==> config.mk <==
export PLATFORM = sky130hd
export DESIGN_NAME = exec_issue_fifo_flat
export DESIGN_NICKNAME = d
export VERILOG_FILES = /design/src/rtl/exec_issue_fifo_if.sv /design/src/rtl/exec_issue_fifo.sv /design/src/flat_wrapper.sv
export SDC_FILE = /design/constraint.sdc
export NUM_CORES = 1
export LEC_CHECK = 0
export CORE_MARGIN = 2
export CORE_UTILIZATION = 54
export CTS_CLUSTER_SIZE = 12
export DETAILED_ROUTE_END_ITERATION = 7
export MAX_ROUTING_LAYER = met4
export PLACE_DENSITY = 0.8
export SYNTH_ARGS = -nofsm -noshare
export SYNTH_HDL_FRONTEND = slang
export SYNTH_SLANG_ARGS = --single-unit
==> constraint.sdc <==
create_clock -name clk -period 3 [get_ports clk]
set_input_delay 0.45 -clock clk [delete_from_list [all_inputs] [get_ports clk]]
set_output_delay 0.45 -clock clk [all_outputs]
set_load 0.03 [all_outputs]
==> src/rtl/exec_issue_fifo_if.sv <==
// Handshake bundle between dispatch, the issue buffer and exec.
interface exec_issue_fifo_if #(
  parameter int unsigned DEPTH  = 4,
  parameter int unsigned INFO_W = 32,
  parameter int unsigned CNT_W  = $clog2(DEPTH) + 1
);
  logic              in_valid;
  logic              in_ready;
  logic [INFO_W-1:0] in_info;
  logic              order;
  logic              accepted;
  logic [INFO_W-1:0] exec_info;
  logic              flush;
  logic [CNT_W-1:0]  count;
  logic              empty;
  logic              full;
  logic [31:0]       stall_cycles;

  // Buffer side
  modport slave (
    input  in_valid, in_info, accepted, flush,
    output in_ready, order, exec_info, count, empty, full, stall_cycles
  );

  // Environment side (dispatch + exec + context management)
  modport master (
    output in_valid, in_info, accepted, flush,
    input  in_ready, order, exec_info, count, empty, full, stall_cycles
  );
endinterface

==> src/rtl/exec_issue_fifo.sv <==
// In-order issue buffer in front of exec: circular storage, whole-buffer flush,
// and a saturating counter of cycles where the head was offered but not taken.
module exec_issue_fifo #(
  parameter int unsigned DEPTH  = 4,
  parameter int unsigned INFO_W = 32
) (
  input  logic            clk,
  input  logic            rstn,
  exec_issue_fifo_if.slave bus
);

  localparam int unsigned PTR_W = $clog2(DEPTH);
  localparam int unsigned CNT_W = PTR_W + 1;

  logic [INFO_W-1:0] mem_q [DEPTH];
  logic [PTR_W-1:0]  rp_q, rp_d;
  logic [PTR_W-1:0]  wp_q, wp_d;
  logic [CNT_W-1:0]  count_q, count_d;
  logic [31:0]       stall_q, stall_d;

  logic empty, full, in_ready, order, push, pop;

  // Full/empty come only from the occupancy register, never pointer equality.
  assign empty    = (count_q == '0);
  assign full     = (count_q == CNT_W'(DEPTH));
  // No push-through when full: a same-cycle pop frees the slot only next cycle.
  assign in_ready = ~full & ~bus.flush;
  assign order    = ~empty & ~bus.flush;
  assign push     = bus.in_valid & in_ready;
  assign pop      = order & bus.accepted;

  assign bus.in_ready     = in_ready;
  assign bus.order        = order;
  assign bus.exec_info    = empty ? '0 : mem_q[rp_q];
  assign bus.count        = count_q;
  assign bus.empty        = empty;
  assign bus.full         = full;
  assign bus.stall_cycles = stall_q;

  // Next-state for pointers, occupancy and stall counter; flush wins over push/pop.
  always_comb begin
    rp_d    = rp_q;
    wp_d    = wp_q;
    count_d = count_q;
    stall_d = stall_q;
    if (bus.flush) begin
      rp_d    = '0;
      wp_d    = '0;
      count_d = '0;
    end else begin
      if (push) wp_d = wp_q + PTR_W'(1);
      if (pop)  rp_d = rp_q + PTR_W'(1);
      if (push && !pop) begin
        count_d = count_q + CNT_W'(1);
      end else if (pop && !push) begin
        count_d = count_q - CNT_W'(1);
      end
    end
    // Flush does not clear the counter; it saturates rather than wraps.
    if (order && !bus.accepted && (stall_q != '1)) begin
      stall_d = stall_q + 32'd1;
    end
  end

  // Control state, cleared asynchronously so reset drops entries at once.
  always_ff @(posedge clk or negedge rstn) begin
    if (!rstn) begin
      rp_q    <= '0;
      wp_q    <= '0;
      count_q <= '0;
      stall_q <= '0;
    end else begin
      rp_q    <= rp_d;
      wp_q    <= wp_d;
      count_q <= count_d;
      stall_q <= stall_d;
    end
  end

  // Entry storage; contents are don't-care while empty since exec_info is gated.
  always_ff @(posedge clk) begin
    if (push) mem_q[wp_q] <= bus.in_info;
  end

endmodule

==> src/flat_wrapper.sv <==
// flat-port wrapper written by rule: the top's interface ports become plain ports
module exec_issue_fifo_flat 
#(
  parameter int unsigned DEPTH  = 4,
  parameter int unsigned INFO_W = 32
)
  (clk, rstn, bus_in_valid, bus_in_info, bus_accepted, bus_flush, bus_in_ready, bus_order, bus_exec_info, bus_count, bus_empty, bus_full, bus_stall_cycles);
  exec_issue_fifo_if #(.DEPTH(DEPTH), .INFO_W(INFO_W)) bus_i ();
  input  logic clk;
  input  logic rstn;
  input wire logic [$bits(bus_i.in_valid)-1:0] bus_in_valid;
  input wire logic [$bits(bus_i.in_info)-1:0] bus_in_info;
  input wire logic [$bits(bus_i.accepted)-1:0] bus_accepted;
  input wire logic [$bits(bus_i.flush)-1:0] bus_flush;
  output wire logic [$bits(bus_i.in_ready)-1:0] bus_in_ready;
  output wire logic [$bits(bus_i.order)-1:0] bus_order;
  output wire logic [$bits(bus_i.exec_info)-1:0] bus_exec_info;
  output wire logic [$bits(bus_i.count)-1:0] bus_count;
  output wire logic [$bits(bus_i.empty)-1:0] bus_empty;
  output wire logic [$bits(bus_i.full)-1:0] bus_full;
  output wire logic [$bits(bus_i.stall_cycles)-1:0] bus_stall_cycles;
  assign bus_i.in_valid = bus_in_valid;
  assign bus_i.in_info = bus_in_info;
  assign bus_i.accepted = bus_accepted;
  assign bus_i.flush = bus_flush;
  assign bus_in_ready = bus_i.in_ready;
  assign bus_order = bus_i.order;
  assign bus_exec_info = bus_i.exec_info;
  assign bus_count = bus_i.count;
  assign bus_empty = bus_i.empty;
  assign bus_full = bus_i.full;
  assign bus_stall_cycles = bus_i.stall_cycles;
  exec_issue_fifo #(.DEPTH(DEPTH), .INFO_W(INFO_W)) u_core (.clk(clk), .rstn(rstn), .bus(bus_i));
endmodule
Yosys cells after proc, flatten, opt, wreduce, memory -nomap -nowiden:

Memories as Yosys holds them, arrays and structs flattened.
Index checks and enable logic that the tools add are counted.

* register bits: 39
* memory bits (writable): 128
* input port bits: 37
* output and inout port bits: 71
* logic and storage cells: 40
* memories: 1

Memory list
* u_core.mem_q: depth 4, width 32, read ports 1, clocked after Yosys merged registers in 0, write ports 1, line exec_issue_fifo.sv:15 `logic [INFO_W-1:0] mem_q [DEPTH];`

* add/sub/neg operators: 5
* equality and inequality tests: 2
* muxes and demuxes: 10
* bitwise logic cells: 7
* reductions and logical operators: 11

Operators by type and width (number)
* $add 32x1->32 const B: 1
* $mux 32: 1
* $ne 32x32->1 const B: 1
* $mux 3: 3
* $mux 2: 4
* $add 2x1->2 const B: 2
* $and 1x1->1: 4
* $logic_and 1x1->1: 4
* $reduce_bool 2->1: 2
* $add 3x1->3 const B: 1
* $eq 3x3->1 const B: 1
* $logic_not 1->1: 3
* $logic_not 3->1: 1
* $not 1->1: 3
* $reduce_bool 3->1: 1
* $sub 3x1->3 const B: 1
* $mux 1: 2

Longest topological paths before layout:

* depth in word-level cells: 9
* gate-level depth with buffers: 9
* mapped depth without buffers: 8

Least setup slack after synthesis:

Ideal clock, no wire load.

* path type: reg-to-reg
* start point: register u_core.count_q[2], in the netlist u_core.bus.count[2]
* end point: register u_core.count_q[2], in the netlist u_core.bus.count[2]
* setup time: 0.133 ns
* arrival: 2.819 ns
* data required time: 2.867 ns
* path slack: 0.048 ns
* cell stages (with the launch flop): 9
* buffers on the path: 0
* period minus slack after synthesis: 2.952 ns
* cell sequence: dfrtp_1 -> nor3b_1 -> nor3b_2 -> and2_1 -> fa_1 -> and3_1 -> mux2i_1 -> xor2_1 -> nor2_1

* elaborated cells between the ends (all ways): 18
* classes of those cells: add/sub: 2; eq/ne: 1; mux: 3; bitwise: 6; reduce/logical: 6

RTL lines
* start: declaration: line exec_issue_fifo.sv:18 `logic [CNT_W-1:0] count_q, count_d;`
* start signal: assignment: line exec_issue_fifo.sv:75 `count_q <= count_d;`
* $eq 3x3->1 (*): line exec_issue_fifo.sv:25 `assign full = (count_q == CNT_W'(DEPTH));`
* named net bus_full: line flat_wrapper.sv:20 `output wire logic [$bits(bus_i.full)-1:0] bus_full;`
* $not 1->1 (*): line exec_issue_fifo.sv:27 `assign in_ready = ~full & ~bus.flush;`
* $and 1x1->1 (*): line exec_issue_fifo.sv:27
* $and 1x1->1 (*): line exec_issue_fifo.sv:29 `assign push = bus.in_valid & in_ready;`
* $logic_and 1x1->1 / $logic_not 1->1 (equally long branches): line exec_issue_fifo.sv:53, exec_issue_fifo.sv:55
* $mux 3 / $logic_and 1x1->1 (equally long branches): line exec_issue_fifo.sv:53, exec_issue_fifo.sv:55
* $mux 3 / $reduce_bool 3->1 (equally long branches)

Mark *: on every way through the listed nets, which the timed path passes. The rest lies on a longest branch. The select of a mux whose other input is x is not followed.
A chain may end at the register's enable or synchronous reset.

Final worst setup path:

* start point: register u_core.rp_q[0]
* end point: output bus_exec_info[11]

* longest elaborated chain between the ends: 2

Ends and longest elaborated chain
* start: declaration: line exec_issue_fifo.sv:16 `logic [PTR_W-1:0] rp_q, rp_d;`
* start signal: assignment: line exec_issue_fifo.sv:73 `rp_q <= rp_d;`
* $mem_v2 4x32
* $mux 32: line exec_issue_fifo.sv:34 `assign bus.exec_info = empty ? '0 : mem_q[rp_q];`
* end: declaration: line flat_wrapper.sv:17 `output wire logic [$bits(bus_i.exec_info)-1:0] bus_exec_info;`

No other way between the ends.

==> flow_metrics.env <==
export IMPL_result_of_the_run="complete, no violations"
export IMPL_drt_wl_total_um=13700
export IMPL_mostFrequentLayoutCell="sky130_fd_sc_hd__edfxtp_1"
export IMPL_ff_latch_area_um2=4820
export IMPL_synthesis_nets=446
export IMPL_hold_class="input pin to async pin"
export IMPL_route_vias_total=3975
export IMPL_timing_max_slew_rel_slack_pct=40.0
export IMPL_first_global_vias=4183
export IMPL_dp_slack_ns=0.361
export IMPL_grt_first_pass_wirelength_um=22000
export IMPL_ctsRootBufferMaster="sky130_fd_sc_hd__clkbuf_16"
export IMPL_cts_repair_resized=0
export IMPL_post_layout_total_power_uw=7490
export IMPL_critPathMaxFanout=34
export IMPL_die_area_um2=13800
export IMPL_cts_clk_slew_worst_paths_ns=0.06
export IMPL_drt_vias_per_instance=5.60
export IMPL_unrepaired_setup_endpoints_after_global_routing="false"
export IMPL_r2r_slack_ns=0.60
export IMPL_antenna_found_initial=1
export IMPL_syn_instance_count=403
export IMPL_drive_gt1_share_pct=19.0
export IMPL_numCtsBuffers=17
export IMPL_core_rowCount=41
export IMPL_fin_setup_tns_ns=0
export IMPL_highest_attainable_clock_frequency_mhz=349
export IMPL_final_util_pct=70.5
export IMPL_async_reset_ff_share_pct=23.4
export IMPL_vdd_ir_drop_worst_mv=0.779
export IMPL_die_height_um=117
export IMPL_placed_cell_area_um2=8300
export IMPL_initial_core_util_pct=55.2
export IMPL_timing_critical_path_arrival_ns=2.41
export IMPL_worst_slack_ns=0.136
export IMPL_drt_initial_drc_count=400
export IMPL_final_design_area_no_fill_um2=8860
export IMPL_core_area_um2=12600
export IMPL_fin_crit_sh_pct=95.5
export IMPL_drt_antenna_violating_nets=0
export IMPL_fillers=810
export IMPL_power_per_cell_area_nw_per_um2=846
export IMPL_worst_r2r_cell_count=8
export IMPL_num_nets_final=567
export IMPL_synth_edff_count=128
export IMPL_h_tree_depth=4
export IMPL_num_io_pins=108
export IMPL_residual_drc=0
export IMPL_place_hpwl_um=8310
export IMPL_tritoncts="yes"
export IMPL_chipWidth_um=117
export IMPL_drv_max_cap_violation_count=0
export IMPL_layout_common_cells="sky130_fd_sc_hd__edfxtp_1 (128), sky130_fd_sc_hd__clkdlybuf4s50_1 (97), sky130_fd_sc_hd__dfrtp_1 (38)"
export IMPL_multi_input_area_um2=2030
export IMPL_grt_util_all_layers_pct=21.5
export IMPL_synth_sequential_area_ratio_pct=69.4
export IMPL_final_min_clock_period_ns=2.86
export IMPL_grt_start_max_net_pins=40
export IMPL_cts_sink_count=167
export IMPL_r2r_end="u_core.bus.count[2]"
export IMPL_clock_insertion_delay_worst_skew_ns=0.43
export IMPL_portbufs=107
export IMPL_timing_worst_slew_pin_value_ns=0.892
export IMPL_syn_mean_instance_area_um2=17.2
export IMPL_power_static_leakage_uw=0.00312
export IMPL_maxSlewViolCount=0
export IMPL_synth_distinct_cells=46
export IMPL_gr_total_overflow=0
export IMPL_finalSetupViolations=0
export IMPL_synthesis_area_um2=6940
export IMPL_r2r_start="u_core.bus.count[1]"
export IMPL_ys_seq_elements=167
export IMPL_drt_pass1_iterations=5
export IMPL_number_of_hold_slack_violations_in_the_final_timing_report=0
export IMPL_syn2layout_area_growth_pct=27.6
export IMPL_cts_setup_buffers=0
export IMPL_yosys_warnings=0
export IMPL_cts_hold_buffers=0
export IMPL_timing_worst_setup_path_type="flop to output port"
export IMPL_place_gp_congestion=0.841
export IMPL_wl_per_cell_um=19.3
export IMPL_worstSetupEndpointType="output port"
export IMPL_dominantRegCellSynth="sky130_fd_sc_hd__edfxtp_1"
export IMPL_clock_tree_buffer_depth=2
export IMPL_final_setup_skew_ns=0.00690
export IMPL_cp_start_kind="flop"
export IMPL_cp_required_ns=2.55
==> critical path, stage by stage (launching register included) <==
cell                              delay, ns
sky130_fd_sc_hd__dfrtp_2               0.37
sky130_fd_sc_hd__buf_12                0.28
sky130_fd_sc_hd__mux4_2                0.55
sky130_fd_sc_hd__and2_1                0.19
sky130_fd_sc_hd__clkdlybuf4s50_1       0.59
==> metal layers <==
metal	share of wire, %	vias up	global-route usage [%]	wire length [um]
met5	0	-	-	0
met4	1.9	0	8.51	254
met3	5.3	22	5.74	726
met2	50	126	33.5	6800
met1	43	2021	27.3	5920
li1	-	1806	-	-
==> synthesized netlist by cell type, drive strengths merged (2+ instances only) <==
library cell  number  area [um2]
nor3              10        61.3
xnor2             19         166
mux4              32         721
nand4             19         140
or3                8        55.1
nand3             13        65.1
and3               5        33.8
nor4b              2        17.5
ha                 5        62.6
nor3b              3        27.5
dfrtp             39         976
mux2               3        37.5
and4               2        17.5
xor2              15         131
or4                2        18.8
clkbuf            11        41.3
nor2              14        52.6
inv                5        18.8
nor4               6        52.6
edfxtp           128        3840
buf                5        33.8
nand2              9        41.3
mux2i              2        20.0
and2              37         231
==> final cells by class <==
class                      count  area share [%]
clock buffer                  18            4.84
sequential                   167            54.4
clock inverter                14            1.43
tap                          172            2.43
inverter                       5           0.212
antenna                        1          0.0282
timing repair buffer         118            13.7
multi-input combinational    215            22.9
==> flip-flops by register name, summed over array words and instances, names as in the netlist <==
name and cells:
u_core.wp_q 2, u_core.bus.count 3, u_core.bus.stall_cycles 32, u_core.rp_q 2, u_core.mem_q 128
==> metrics by stage <==
step	hold slack (ns)	instances
after floorplan	0.154	403
after global placement	0.479	677
after detailed placement	0.498	677
after CTS	0.167	709
after global routing	0.212	710
final	0.137	710
==> worst max-delay path by stage <==
| stage | cells past startpoint | endpoint | from | slack (ns) |
|---|---|---|---|---|
| after floorplan | 8 | u_core.bus.count[2] | u_core.bus.count[2] | 0.05 |
| after global placement | 8 | u_core.bus.count[2] | bus_flush | 0.44 |
| after detailed placement | 8 | u_core.bus.count[2] | bus_flush | 0.36 |
| after CTS | 4 | bus_exec_info[11] | u_core.rp_q[0] | 0.11 |
| after global routing | 4 | bus_exec_info[11] | u_core.rp_q[0] | 0.05 |
| final | 4 | bus_exec_info[11] | u_core.rp_q[0] | 0.14 |
==> power breakdown <==
group          leakage, uW  switching, uW  internal (uW)
Sequential         0.00169            115           2680
Clock             0.000268            889           1150
Combinational      0.00116           1480           1180
==> kinds of logic (layout without fill, tap and decap cells) <==
family / Yosys count / in the layout / share of synthesized area (%)
xor gates and xnor gates: 34 / 34 / 4.29
other: 0 / 1 / 0
and+or+nand+nor: 134 / 134 / 12.2
adders and majority gates: 6 / 6 / 1.19
AOI/OAI and AO/OA: 4 / 4 / 0.360
muxes: 37 / 37 / 11.2
DFF: 167 / 167 / 69.4
buffers and inverters: 21 / 155 / 1.35
No activity file was read; power rests on OpenSTA's default activity.
